File: src/rtl/buscaminas_pkg.sv
`default_nettype none
// ============================================================================
// Module      : buscaminas_pkg
// Description : Shared types and constants for the Buscaminas board logic:
//               board-size defaults, reveal FSM states, the neighbour offset
//               table walked by the reveal engine, and the visible-board code
//               written for a mined cell.
// Revision    : 1.0 - initial release
// ============================================================================
package buscaminas_pkg;

    localparam int N_DEFAULT       = 8;
    localparam int COORD_W_DEFAULT = 3;

    typedef enum logic [1:0] {
        ST_IDLE  = 2'd0,
        ST_SCAN  = 2'd1,
        ST_DRAIN = 2'd2,
        ST_DONE  = 2'd3
    } state_t;

    // Last scan index: k=0 is the centre cell, k=1..8 the neighbours.
    localparam logic [3:0] K_LAST = 4'd8;

    // Neighbour offsets, 2-bit two's complement, entry j (for k=j+1) at bits
    // [2j+1:2j]. Order: (-1,-1) (0,-1) (1,-1) (-1,0) (1,0) (-1,1) (0,1) (1,1).
    localparam logic [15:0] OFF_DX = {2'b01, 2'b00, 2'b11, 2'b01,
                                      2'b11, 2'b01, 2'b00, 2'b11};
    localparam logic [15:0] OFF_DY = {2'b01, 2'b01, 2'b01, 2'b00,
                                      2'b00, 2'b11, 2'b11, 2'b11};

    localparam logic [3:0] MINE_CODE = 4'hF;

    function automatic logic signed [1:0] off_dx(input logic [2:0] j);
        return $signed(OFF_DX[{j, 1'b0} +: 2]);
    endfunction

    function automatic logic signed [1:0] off_dy(input logic [2:0] j);
        return $signed(OFF_DY[{j, 1'b0} +: 2]);
    endfunction

endpackage
`default_nettype wire

File: src/rtl/revelar_casilla_vecino_addr.sv
`default_nettype none
// ============================================================================
// Module      : vecino_addr
// Description : Combinational neighbour address generator. Given a cell and a
//               scan index k, returns the mine-map address to read and whether
//               that neighbour lies on the board. k=0 (and any out-of-range
//               neighbour) yields the centre cell itself.
// Ports       : cx, cy     - centre cell coordinates
//               k          - scan index 0..8
//               rd_x, rd_y - read address
//               in_range   - neighbour is on the board (always 1 for k=0)
// Revision    : 1.0 - initial release
// ============================================================================
module vecino_addr
    import buscaminas_pkg::*;
#(
    parameter int N       = N_DEFAULT,
    parameter int COORD_W = COORD_W_DEFAULT
) (
    input  logic [COORD_W-1:0] cx,
    input  logic [COORD_W-1:0] cy,
    input  logic [3:0]         k,
    output logic [COORD_W-1:0] rd_x,
    output logic [COORD_W-1:0] rd_y,
    output logic               in_range
);

    localparam logic [COORD_W:0] N_W = (COORD_W + 1)'(N);

    logic [2:0]                j;
    logic signed [1:0]         dx;
    logic signed [1:0]         dy;
    logic signed [COORD_W:0]   nx;
    logic signed [COORD_W:0]   ny;

    always_comb begin
        // k=1..8 maps to table entry 0..7; k=8 wraps to 7 through the 3-bit subtract.
        j  = k[2:0] - 3'd1;
        dx = off_dx(j);
        dy = off_dy(j);
        nx = $signed({1'b0, cx}) + $signed({{(COORD_W - 1){dx[1]}}, dx});
        ny = $signed({1'b0, cy}) + $signed({{(COORD_W - 1){dy[1]}}, dy});

        rd_x     = cx;
        rd_y     = cy;
        in_range = 1'b1;
        if (k != 4'd0) begin
            // A negative result has its sign bit set, so as unsigned it is
            // always >= N; one compare covers both edges of the board.
            in_range = (k <= K_LAST) && ($unsigned(nx) < N_W) && ($unsigned(ny) < N_W);
            if (in_range) begin
                rd_x = nx[COORD_W-1:0];
                rd_y = ny[COORD_W-1:0];
            end
        end
    end

endmodule
`default_nettype wire

File: src/rtl/revelar_casilla.sv
`default_nettype none
// ============================================================================
// Module      : revelar_casilla
// Description : Reveal engine. Reads the mine map for a selected cell and its
//               eight neighbours (one read per cycle, 1-cycle read latency),
//               reports mine/adjacent-count and writes the visible board.
// Ports       : clk, rst                - clock, sync active-high reset
//               start, casilla_x/y      - reveal request (taken when ready)
//               ready                   - engine idle
//               mine_rd_x/y, mine_rd_data - mine-map read port
//               done                    - one-cycle result pulse
//               is_mine, vecinos        - result
//               wr_en, wr_x/y, wr_data  - visible-board write
// Revision    : 1.0 - initial release
// ============================================================================
module revelar_casilla
    import buscaminas_pkg::*;
#(
    parameter int N       = N_DEFAULT,
    parameter int COORD_W = COORD_W_DEFAULT
) (
    input  logic               clk,
    input  logic               rst,
    input  logic               start,
    input  logic [COORD_W-1:0] casilla_x,
    input  logic [COORD_W-1:0] casilla_y,
    output logic               ready,
    output logic [COORD_W-1:0] mine_rd_x,
    output logic [COORD_W-1:0] mine_rd_y,
    input  logic               mine_rd_data,
    output logic               done,
    output logic               is_mine,
    output logic [3:0]         vecinos,
    output logic               wr_en,
    output logic [COORD_W-1:0] wr_x,
    output logic [COORD_W-1:0] wr_y,
    output logic [3:0]         wr_data
);

    localparam logic [COORD_W:0] N_W = (COORD_W + 1)'(N);

    state_t             state_q,  state_d;
    logic [3:0]         k_q,      k_d;
    logic [COORD_W-1:0] cx_q,     cx_d;
    logic [COORD_W-1:0] cy_q,     cy_d;
    // Tags for the read in flight: its data comes back the following cycle.
    logic               pend_valid_q,  pend_valid_d;
    logic               pend_centre_q, pend_centre_d;
    logic               pend_count_q,  pend_count_d;
    logic               is_mine_q, is_mine_d;
    logic [3:0]         vecinos_q, vecinos_d;
    logic               done_q,    done_d;
    logic [3:0]         wr_data_q, wr_data_d;

    logic [3:0]         addr_k;
    logic               nb_in_range;
    logic               req_ok;

    // Outside SCAN the index is forced to 0 so the read address rests on the centre.
    assign addr_k = (state_q == ST_SCAN) ? k_q : 4'd0;

    vecino_addr #(
        .N       (N),
        .COORD_W (COORD_W)
    ) u_vecino_addr (
        .cx       (cx_q),
        .cy       (cy_q),
        .k        (addr_k),
        .rd_x     (mine_rd_x),
        .rd_y     (mine_rd_y),
        .in_range (nb_in_range)
    );

    assign req_ok = start && ({1'b0, casilla_x} < N_W) && ({1'b0, casilla_y} < N_W);

    always_comb begin
        state_d       = state_q;
        k_d           = k_q;
        cx_d          = cx_q;
        cy_d          = cy_q;
        pend_valid_d  = 1'b0;
        pend_centre_d = 1'b0;
        pend_count_d  = 1'b0;
        is_mine_d     = is_mine_q;
        vecinos_d     = vecinos_q;
        done_d        = 1'b0;
        wr_data_d     = wr_data_q;

        if (pend_valid_q && mine_rd_data) begin
            if (pend_centre_q) is_mine_d = 1'b1;
            if (pend_count_q)  vecinos_d = vecinos_q + 4'd1;
        end

        case (state_q)
            ST_IDLE: begin
                if (req_ok) begin
                    state_d   = ST_SCAN;
                    k_d       = 4'd0;
                    cx_d      = casilla_x;
                    cy_d      = casilla_y;
                    is_mine_d = 1'b0;
                    vecinos_d = 4'd0;
                end
            end
            ST_SCAN: begin
                pend_valid_d  = 1'b1;
                pend_centre_d = (k_q == 4'd0);
                pend_count_d  = (k_q != 4'd0) && nb_in_range;
                if (k_q == K_LAST) state_d = ST_DRAIN;
                else               k_d     = k_q + 4'd1;
            end
            ST_DRAIN: begin
                // The last read lands this cycle; use the updated totals.
                state_d   = ST_DONE;
                done_d    = 1'b1;
                wr_data_d = is_mine_d ? MINE_CODE : vecinos_d;
            end
            ST_DONE: begin
                state_d = ST_IDLE;
            end
            default: begin
                state_d = ST_IDLE;
            end
        endcase
    end

    always_ff @(posedge clk) begin
        if (rst) begin
            state_q       <= ST_IDLE;
            k_q           <= 4'd0;
            cx_q          <= '0;
            cy_q          <= '0;
            pend_valid_q  <= 1'b0;
            pend_centre_q <= 1'b0;
            pend_count_q  <= 1'b0;
            is_mine_q     <= 1'b0;
            vecinos_q     <= 4'd0;
            done_q        <= 1'b0;
            wr_data_q     <= 4'd0;
        end else begin
            state_q       <= state_d;
            k_q           <= k_d;
            cx_q          <= cx_d;
            cy_q          <= cy_d;
            pend_valid_q  <= pend_valid_d;
            pend_centre_q <= pend_centre_d;
            pend_count_q  <= pend_count_d;
            is_mine_q     <= is_mine_d;
            vecinos_q     <= vecinos_d;
            done_q        <= done_d;
            wr_data_q     <= wr_data_d;
        end
    end

    assign ready   = (state_q == ST_IDLE);
    assign done    = done_q;
    assign wr_en   = done_q;
    assign is_mine = is_mine_q;
    assign vecinos = vecinos_q;
    assign wr_x    = cx_q;
    assign wr_y    = cy_q;
    assign wr_data = wr_data_q;

endmodule
`default_nettype wire

File: config.mk
export PLATFORM = sky130hd
export DESIGN_NAME = revelar_casilla
export DESIGN_NICKNAME = d
export VERILOG_FILES = /design/src/rtl/buscaminas_pkg.sv /design/src/rtl/revelar_casilla_vecino_addr.sv /design/src/rtl/revelar_casilla.sv
export SDC_FILE = /design/constraint.sdc
export NUM_CORES = 1
export LEC_CHECK = 0
export ABC_AREA = 1
export BUFFER_PORTS_ARGS = -buffer_cell sky130_fd_sc_hd__buf_2
export CELL_PAD_IN_SITES_DETAIL_PLACEMENT = 0
export CELL_PAD_IN_SITES_GLOBAL_PLACEMENT = 1
export CORE_UTILIZATION = 41
export CTS_CLUSTER_DIAMETER = 40
export DETAILED_ROUTE_END_ITERATION = 10
export PLACE_DENSITY_LB_ADDON = 0.2
export REMOVE_ABC_BUFFERS = 1
export SYNTH_ARGS = -nofsm -noshare
export SYNTH_HDL_FRONTEND = slang
export SYNTH_HIERARCHICAL = 1
export SYNTH_SLANG_ARGS = --single-unit
File: constraint.sdc
create_clock -name clk -period 5 [get_ports clk]
set_input_delay 0.25 -clock clk [delete_from_list [all_inputs] [get_ports clk]]
set_output_delay 0.25 -clock clk [all_outputs]
set_load 0.01 [all_outputs]
==> results.cfg <==
[pwr]
irDropWorstVdd_mv = 0.2395
power_uw = 746.5
power.density_nw_per_um2 = 387.7
p_leak_nw = 1.021

[worst_setup_path]
crit_slowest_cell = ha_1
critPathBufInv = 7
required_ns = 4.75
path_delay_family = adder cells
crit_chain = inv_1 > ha_1 > nand2_1 > inv_1 > inv_1 > ha_1 > inv_1 > nand2_1 > nand2_1 > nand2_4 > nand2_2 > inv_1 > ha_1 > nand3_1 > nand3_1 > nand3_1 > nand2_2 > nand3_4 > clkinv_4 > nand2_1 > nand2_1 > buf_2
path_max_fanout = 7
cpPeakStageDelay_ns = 0.34
start_kind = flip-flop
critPathCaptureType = output port
cp_data_arrival_time_ns = 3.22
critical_path_class = flip-flop to output port

[clock_tree]
post_cts_buffers = 0
ctsResizeCount = 0
clockBufferDepth = 2
clk_latency_ns = 0.27
numCtsBuffers = 3
cts_root_buf = clkbuf_8
cts_tree = yes
cts_hold_buf = 0
h-tree-depth = 1
clock-sinks = 25
clk_pin_slew_ns = 0.09

[die]
placementRows = 22
die_w_um = 65.71
die_height_um = 65.71
die-area_um2 = 4318
num_io_pins = 34
initial_core_util_pct = 44.13
core_area_um2 = 3771

[sta]
finalSetupViolations = 0
whs_ns = 0.2253
hold_viol_final = 0
worst_pin_slew_ns = 0.3716
max_freq_mhz = 287.9
fin_ws_ns = 1.526
slew_headroom_pct = 75.20
period_needed_ns = 3.474
final_max_slew_viol_count = 0
clock_skew_ns = 0.002884
rsz0062_at_grt = no
fin_crit_sh_pct = 69.48
setup_tns_ns = 0

[place]
hpwl_um = 2699
post-place-ws_ns = 1.824
numPortBuffers = 33
gp_congestion = 0.7629

[synthesis]
synthTopCellsByArea = dfxtp_1, ha_1, nand2_1
ys.flop_type = dfxtp_1
synth-compound-area-share_pct = 8.120
synthMuxAreaShare_pct = 0.6015
ys_ff_latch = 25
synth_common_cells = nand2_1, inv_1, nor2_1, dfxtp_1, ha_1
synth_top_family_by_area = simple AND/OR/NAND/NOR gates
synthesis.area_um2 = 1664
synth_edf_count = 0
async_flop_share_pct = 0
yosys_warnings = 6
synth_fa_ha_area_share_pct = 14.74
synth_top_cell_area_share_pct = 30.08
synthXorXnorAreaFrac_pct = 1.579
yosysSeqAreaShare_pct = 30.08
yosys.area_share.simple_pct = 34.81
post_synth.cell_area_avg_um2 = 6.963
synth_area_leader_cell = dfxtp_1
yosysMostFrequentCell = nand2_1
ys_types = 27
syn_inst = 239

[flow_run]
drv_cap = 0

[route]
drtIter0Drc = 41
wire_per_inst_um = 10.56
vias = 1491
viasPerCell = 4.630
ant_nets = 0
wirelength_um = 3401
drc = 0
dr.pass1.iters = 4

[worst_hold_path]
hold_class = input pin to flip-flop

[global_routing]
grtUsageTotal_pct = 17.59
gr-total-overflow = 0
antenna_found_initial = 0
grt_start_max_net_pins = 16
grt_pass1_wl_um = 5954
first_global_vias = 1391

[final_layout]
drive_above_1_share_pct = 21.17
num_antenna_cells = 0
fin_util_pct = 51.06
synthToLayoutAreaGrowth_pct = 15.71
fin_nets = 304

[run_status]
outcome = finished, final reports clean
[worst reg2reg max path, stage by stage (launching register included)]
cell and delay [ns]:
dfxtp_1 0.33, inv_1 0.13, ha_1 0.31, nand2_1 0.08, inv_1 0.12, inv_1 0.12, ha_1 0.33, inv_1 0.06
nand2_1 0.04, nand2_1 0.10, nand2_4 0.06, nand2_2 0.07, inv_1 0.08, ha_1 0.34, nand3_1 0.08, nand3_1 0.09
nand3_1 0.09, nand2_2 0.11, nand2_1 0.06, nand2_1 0.07, nand2_1 0.06, nor2_1 0.09
[cell families after synthesis]
family / count (synthesis)
AO/OA/AOI/OAI: 26
flip-flops: 25
multiplexers: 1
adder cells (fa/ha/maj): 19
XOR/XNOR: 3
AND/OR/NAND/NOR: 123
buffers and inverters: 42
[area by class of cell]
type,instances,area [um^2]
Clock buffer,3,41.29
Clock inverter,1,7.507
Fill cell,404,1846
Inverter,40,155.1
Multi-Input combinational cell,172,996.0
Sequential cell,25,500.5
Tap cell,48,60.06
Timing Repair Buffer,33,165.2
[final timing paths]
check,startpoint,end,slack (ns),cells past startpoint
max reg2reg,state_q[1],pend_count_q,2.13,21
min,rst,k_q[0],0.23,2
max,state_q[1],mine_rd_y[0],1.53,22
min reg2reg,vecinos[2],vecinos[2],0.52,2
[placed cells by master (no fill, tap or decap), drive strengths merged, types with 2 or more instances in the layout]
master / Yosys / routed
nand2: 68 / 68
inv: 39 / 39
buf: 2 / 33
nor2: 31 / 31
dfxtp: 25 / 25
ha: 18 / 18
nand3: 18 / 18
o21ai: 17 / 17
a21oi: 8 / 8
clkbuf: 0 / 3
or2: 2 / 2
nand4: 2 / 2
xnor2: 2 / 2
[power by group]
part | internal [mW] | switching, mW | leakage [nW] | total (mW)
logic | 0.134 | 0.218 | 0.795 | 0.352
clock network | 0.0565 | 0.0671 | 0.0217 | 0.124
registers | 0.240 | 0.0314 | 0.204 | 0.271
total | 0.430 | 0.317 | 1.02 | 0.747
[flip-flops by register name, summed over array words and instances (netlist names)]
signal         flops
k_q                4
vecinos            4
pend_centre_q      1
wr_y               3
wr_data            4
is_mine            1
state_q            2
wr_x               3
pend_count_q       1
pend_valid_q       1
done               1
[routing by layer]
layer | vias up | routed length (um) | share of wire (%) | global-route usage (%)
li1 | 813 | - | - | -
met1 | 648 | 1671 | 49 | 21.46
met2 | 28 | 1585 | 47 | 31.76
met3 | 2 | 119 | 3.5 | 1.736
met4 | 0 | 25 | 0.74 | 5.707
met5 | - | 0 | 0 | 0
[through the flow]
stage	instances	area [um^2]
floorplan	237	1652
global placement	318	1877
detailed placement	318	1877
CTS	322	1926
global route	322	1926
finish	322	1926
Note: power is estimated with default switching activity, not from simulation.
